**config.mk**
```make
export PLATFORM = sky130hd
export DESIGN_NAME = ws2812_frame_tx_flat
export DESIGN_NICKNAME = d
export VERILOG_FILES = /design/src/rtl/ws2812_frame_tx_if.sv /design/src/rtl/ws2812_frame_tx.sv /design/src/flat_wrapper.sv
export SDC_FILE = /design/constraint.sdc
export NUM_CORES = 1
export LEC_CHECK = 0
export BUFFER_PORTS_ARGS = -buffer_cell sky130_fd_sc_hd__buf_2
export CAP_MARGIN = 25
export CORE_MARGIN = 4
export CORE_UTILIZATION = 62
export DETAILED_ROUTE_END_ITERATION = 10
export PLACE_DENSITY_LB_ADDON = 0.08
export REMOVE_ABC_BUFFERS = 1
export SLEW_MARGIN = 20
export SYNTH_ARGS = -nofsm -noshare
export SYNTH_HDL_FRONTEND = slang
export SYNTH_SLANG_ARGS = --single-unit
```
**constraint.sdc**
```tcl
create_clock -name clk -period 3.4 [get_ports clk]
set_clock_uncertainty 0.1 [all_clocks]
set_input_delay 0.68 -clock clk [delete_from_list [all_inputs] [get_ports clk]]
set_output_delay 0.68 -clock clk [all_outputs]
set_load 0.01 [all_outputs]
```
**src/rtl/ws2812_frame_tx_if.sv**
```systemverilog
// Upstream colour-word handshake for ws2812_frame_tx.
// valid/ready: a word transfers on a rising clk edge only when valid_i and ready_o are both high;
// the master may change rgb_i or drop valid_i freely while ready_o is low.
interface ws2812_frame_tx_if;
    logic [23:0] rgb_i;
    logic        valid_i;
    logic        ready_o;

    modport master (output rgb_i, output valid_i, input ready_o);
    modport slave  (input rgb_i, input valid_i, output ready_o);
endinterface

```
**src/rtl/ws2812_frame_tx.sv**
```systemverilog
// Buffers one frame of NUM_LEDS colour words and serialises it as WS2812 GRB
// pulse-width-coded bits, followed by a low latch period.
module ws2812_frame_tx #(
    parameter int NUM_LEDS     = 12,
    parameter int T0H          = 20,
    parameter int T1H          = 40,
    parameter int T_BIT        = 63,
    parameter int RESET_CYCLES = 2500,
    localparam int IDX_W       = (NUM_LEDS > 1) ? $clog2(NUM_LEDS) : 1
) (
    input  logic             clk,
    input  logic             rst,
    ws2812_frame_tx_if.slave up,
    output logic             data_o,
    output logic             busy_o,
    output logic             frame_done_o,
    output logic [1:0]       o_dbg_state,
    output logic [IDX_W-1:0] o_dbg_wr_idx
);
    localparam int CNT_W = $clog2(T_BIT);
    localparam int LAT_W = (RESET_CYCLES > 1) ? $clog2(RESET_CYCLES) : 1;

    localparam logic [IDX_W-1:0] LAST_IDX = IDX_W'(NUM_LEDS - 1);
    localparam logic [CNT_W-1:0] CNT_LAST = CNT_W'(T_BIT - 1);
    localparam logic [CNT_W-1:0] T0H_C    = CNT_W'(T0H);
    localparam logic [CNT_W-1:0] T1H_C    = CNT_W'(T1H);
    localparam logic [LAT_W-1:0] LAT_LAST = LAT_W'(RESET_CYCLES - 1);

    typedef enum logic [1:0] {
        S_LOAD  = 2'd0,
        S_SEND  = 2'd1,
        S_LATCH = 2'd2
    } state_t;

    state_t           r_state;
    state_t           w_next_state;
    logic [23:0]      r_buf [NUM_LEDS];
    logic [IDX_W-1:0] r_wr_idx;
    logic [IDX_W-1:0] r_led;
    logic [4:0]       r_bit;
    logic [CNT_W-1:0] r_cnt;
    logic [LAT_W-1:0] r_lat;
    logic             r_data;
    logic             r_frame_done;

    logic        w_accept;
    logic        w_last_word;
    logic        w_bit_end;
    logic        w_last_bit;
    logic        w_last_led;
    logic        w_lat_end;
    logic [23:0] w_word;
    logic [23:0] w_grb;
    logic        w_cur_bit;

    assign w_accept    = (r_state == S_LOAD) && up.valid_i;
    assign w_last_word = (r_wr_idx == LAST_IDX);
    assign w_bit_end   = (r_cnt == CNT_LAST);
    assign w_last_bit  = (r_bit == 5'd0);
    assign w_last_led  = (r_led == LAST_IDX);
    assign w_lat_end   = (r_lat == LAT_LAST);
    assign w_word      = r_buf[r_led];
    // Wire order is G, R, B so bit 23 of the reordered word goes out first.
    assign w_grb       = {w_word[15:8], w_word[23:16], w_word[7:0]};
    assign w_cur_bit   = w_grb[r_bit];

    always_ff @(posedge clk) begin
        if (rst) begin
            r_state <= S_LOAD;
        end else begin
            r_state <= w_next_state;
        end
    end

    always_comb begin
        w_next_state = r_state;
        up.ready_o   = 1'b0;
        busy_o       = 1'b1;
        case (r_state)
            S_LOAD: begin
                up.ready_o = 1'b1;
                busy_o     = 1'b0;
                if (w_accept && w_last_word) w_next_state = S_SEND;
            end
            S_SEND: begin
                if (w_bit_end && w_last_bit && w_last_led) w_next_state = S_LATCH;
            end
            S_LATCH: begin
                if (w_lat_end) w_next_state = S_LOAD;
            end
            default: w_next_state = S_LOAD;
        endcase
    end

    // Buffer is deliberately not reset; a discarded partial frame is simply overwritten.
    always_ff @(posedge clk) begin
        if (!rst && w_accept) r_buf[r_wr_idx] <= up.rgb_i;
    end

    always_ff @(posedge clk) begin
        if (rst) begin
            r_wr_idx     <= '0;
            r_led        <= '0;
            r_bit        <= '0;
            r_cnt        <= '0;
            r_lat        <= '0;
            r_data       <= 1'b0;
            r_frame_done <= 1'b0;
        end else begin
            r_data       <= 1'b0;
            r_frame_done <= 1'b0;
            case (r_state)
                S_LOAD: begin
                    if (w_accept) begin
                        if (w_last_word) begin
                            r_wr_idx <= '0;
                            r_led    <= '0;
                            r_bit    <= 5'd23;
                            r_cnt    <= '0;
                        end else begin
                            r_wr_idx <= r_wr_idx + 1'b1;
                        end
                    end
                end
                S_SEND: begin
                    r_data <= w_cur_bit ? (r_cnt < T1H_C) : (r_cnt < T0H_C);
                    if (w_bit_end) begin
                        r_cnt <= '0;
                        if (w_last_bit) begin
                            r_bit <= 5'd23;
                            if (w_last_led) begin
                                r_led <= '0;
                                r_lat <= '0;
                            end else begin
                                r_led <= r_led + 1'b1;
                            end
                        end else begin
                            r_bit <= r_bit - 1'b1;
                        end
                    end else begin
                        r_cnt <= r_cnt + 1'b1;
                    end
                end
                S_LATCH: begin
                    if (w_lat_end) begin
                        r_lat        <= '0;
                        r_frame_done <= 1'b1;
                    end else begin
                        r_lat <= r_lat + 1'b1;
                    end
                end
                default: ;
            endcase
        end
    end

    assign data_o       = r_data;
    assign frame_done_o = r_frame_done;
    assign o_dbg_state  = r_state;
    assign o_dbg_wr_idx = r_wr_idx;
endmodule

```
**src/flat_wrapper.sv**
```systemverilog
// flat-port wrapper written by rule: the top's interface ports become plain ports
module ws2812_frame_tx_flat 
#(
    parameter int NUM_LEDS     = 12,
    parameter int T0H          = 20,
    parameter int T1H          = 40,
    parameter int T_BIT        = 63,
    parameter int RESET_CYCLES = 2500,
    localparam int IDX_W       = (NUM_LEDS > 1) ? $clog2(NUM_LEDS) : 1
)
  (clk, rst, data_o, busy_o, frame_done_o, o_dbg_state, o_dbg_wr_idx, up_rgb_i, up_valid_i, up_ready_o);
  ws2812_frame_tx_if up_i ();
  input  logic clk;
  input  logic rst;
  output logic data_o;
  output logic busy_o;
  output logic frame_done_o;
  output logic [1:0] o_dbg_state;
  output logic [IDX_W-1:0] o_dbg_wr_idx;
  input wire logic [$bits(up_i.rgb_i)-1:0] up_rgb_i;
  input wire logic [$bits(up_i.valid_i)-1:0] up_valid_i;
  output wire logic [$bits(up_i.ready_o)-1:0] up_ready_o;
  assign up_i.rgb_i = up_rgb_i;
  assign up_i.valid_i = up_valid_i;
  assign up_ready_o = up_i.ready_o;
  ws2812_frame_tx #(.NUM_LEDS(NUM_LEDS), .T0H(T0H), .T1H(T1H), .T_BIT(T_BIT), .RESET_CYCLES(RESET_CYCLES)) u_core (.clk(clk), .rst(rst), .up(up_i), .data_o(data_o), .busy_o(busy_o), .frame_done_o(frame_done_o), .o_dbg_state(o_dbg_state), .o_dbg_wr_idx(o_dbg_wr_idx));
endmodule
```
==> impl_results.md <==
- Yosys reg bits: 327
- Largest area contributor in the netlist: edfxtp_1
- WL final: 28300 um
- Yosys warning total: 0
- Slew Viols, Final: 0
- Iter 0 DRT Violations: 856
- Number of synthesized flops with an enable pin: 288
- Final Hold Viols: 0
- Tmin final: 2855 ps
- Most frequent cell on the critical path: nor2_1
- Starting Density: 63.09%
- CTS clk-pin slew, worst paths: 60 ps
- Drt first pass iters: 5
- Final non-filler cell total: 1085
- Design Power: 0.009127 W
- PortBufs: 36
- Max FO, Critical Path: 16
- Worst-skew pair later-pin latency: 510 ps
- Cell Area, Synth: 13260 um2
- Kind of critical path: register to register
- Synth Flop Type: edfxtp_1
- Cell count after synthesis: 725
- CP delay by family, top: compound AO/OA/AOI/OAI gates
- CTS resizes: 0
- Final setup vio count: 0
- Die area: 23790 um2
- Slew headroom: 54.33%
- Maximum vdd drop: 440.2 uV
- Worst setup EP type: register
- Crit path buf inv count: 1
- Leak pwr: 4.782 nW
- Post-synth cell types: 66
- FMAX: 350.2 MHz
- DRC: 0
- Sum Neg Setup Slack: 0 ps
- Inst Count DP: 1028
- Placeable core area: 21020 um2
- Hold Crit Class: primary input to register
- Die X: 154.3 um
- CP peak stage delay: 580 ps
- Max-capacitance violation count: 0
- Sequential share of power: 50.5%
- Total GRT Usage: 24.21%
- Layout cells sized above 1: 22.25%
- Synth Area per Inst: 18.29 um2
- Sw Share: 23.29%
- Post-CTS setup buffers: 0
- Switching Power: 0.002126 W
- Worst Path Required: 3660 ps
- Ys async rst share: 0%
- TritonCTS Sinks: 327
- Largest cells by area after synthesis: edfxtp_1 (65%), mux4_2 (9.8%), dfxtp_1 (5.9%)
- Post-synth top area share: 65.21%
- Critical Path AT: 3110 ps
- Largest net degree at the start of global routing: 32
- Antenna violations before repair: 1
- Final Util: 70.38%
- # nets final: 825
- CP Cell Sequence: inv_1, ha_1, nor4b_2, nor2_1, a211oi_1, o21ai_0, a32oi_1, nor2_1
- FP Rows: 53
- Final Cycle Share: 83.97%
- Clock tree buffer depth: 3
- Worst-margin pin slew: 683.6 ps
- Power per cell area: 616.9 nW/um2
- Status: finished clean
- DRT antenna net count: 0
- RSZ-0062 raised after global routing: false
- Final GP Congestion: 0.8741
- Setup crit start kind: register
- Vias in the first global route: 6997
- First-pass GRT wire length: 43050 um
- Hold Buf Count CTS: 0
- Gr ovfl total: 0
- Root Buffer: clkbuf_16
- Via count: 7059
- Gate power share: 11.0%
- Layout area overhead: 11.57%
- CTS tree: built
- Chip Height: 154.3 um
- Worst hold margin: 384.4 ps
- Slowest cell on the critical path: a211oi_1
- Internal: 0.007001 W
- Htree depth: 2
- Routed vias/inst: 6.506
- CTS buffer count: 34
- I/O pin count: 37
- Power share of the clock group: 38.5%
- Detailed placement HPWL: 16790 um
- Wire per inst: 26.09 um
- Sequential area share after synthesis: 71.10%
-- flip-flops by register name (all words and copies together), names as in the netlist, 2 cells and up, named ones only --
register,flops
u_core.r_lat,12
u_core.r_bit,5
u_core.r_cnt,6
u_core.o_dbg_wr_idx,4
u_core.o_dbg_state,2
u_core.r_buf,288
u_core.r_led,4
-- layout make-up --
class	count	area [um2]
Clock buffer	41	898.4
Fill cell	1309	6226
Clock inverter	15	146.4
Multi-Input combinational cell	352	3483
Antenna cell	1	2.502
Sequential cell	327	9438
Tap cell	275	344.1
Inverter	12	45.04
Timing Repair Buffer	62	437.9
-- worst register-to-register path, cell delays in order (launching register included) --
cell and delay, ps:
dfxtp_1 510, inv_1 170, ha_1 190, nor4b_2 480
nor2_1 190, a211oi_1 580, o21ai_0 200, a32oi_1 200
nor2_1 90
-- metal layers --
metal | wire, um | part of all wire [%] | track usage (%) | vias up
li1 | - | - | - | 3074
met1 | 11980 | 42 | 36.16 | 3656
met2 | 13660 | 48 | 37.52 | 281
met3 | 1984 | 7.0 | 4.029 | 48
met4 | 683 | 2.4 | 7.653 | 0
met5 | 0 | 0 | 0 | -
-- cells in the mapped netlist, types with 10 or more instances --
master,n
a21oi_1,18
and2_1,17
dfxtp_1,39
edfxtp_1,288
inv_1,10
mux2i_1,16
mux4_1,12
mux4_2,58
nand2_1,27
nand4_1,10
nor2_1,44
o21ai_0,14
-- worst paths after layout --
kind / slack (ps) / depth (start not counted) / startpoint / end
max: 540 / 8 / u_core.r_bit[0] / register
max reg2reg: 540 / 8 / u_core.r_bit[0] / register
min: 380 / 3 / up_valid_i / u_core.o_dbg_wr_idx[1]
min reg2reg: 410 / 2 / u_core.r_lat[10] / u_core.r_lat[10]
-- cell usage in the layout (no fill, tap or decap), drive strengths merged, types with 3 or more instances in the layout --
cell and instances:
mux2 7, xor2 7, nand3b 3, a2111oi 3, nor2 44, bufinv 3
nor4 3, edfxtp 288, a211oi 3, a21oi 18, and2 17, buf 62
dfxtp 39, nor4b 4, a32oi 5, nand2b 4, nor2b 8, ha 9
nand4 10, or3 3, clkinv 13, xnor2 8, nor3 8, mux2i 16
nand3 7, and3 5, nand2 27, a31oi 4, nor3b 5, o21ai 15
a221oi 3, a311oi 3, inv 11, clkbuf 41, a22oi 5, mux4 70
-- stage by stage --
stage               instance area, um2  setup WS [ps]
detailed placement               13750          534.4
CTS                              14790          492.1
global placement                 13750          541.2
floorplan                        12950         -693.7
finish                           14800          544.9
global route                     14800          373.6
-- power by group through the flow --
stage / Sequential, W / Clock, W / Combinational (W)
floorplan: 0.00469 / 0 / 0.000603
global placement: 0.00469 / 0 / 0.000971
detailed placement: 0.00470 / 0 / 0.000994
CTS: 0.00461 / 0.00357 / 0.00100
global route: 0.00463 / 0.00376 / 0.00108
finish: 0.00461 / 0.00351 / 0.00100
-- logic make-up (layout without fill, tap and decap cells) --
logic type,Yosys count,in the layout,synth area share [%]
flops,327,327,71.10
simple gates,159,159,6.435
mux,93,93,14.03
compound gates,76,76,3.944
buf+inv,46,130,2.651
xor+xnor,15,15,0.9907
fa+ha+maj,9,9,0.8492
other cells,0,1,0
Note: power is estimated with default switching activity, not from simulation.
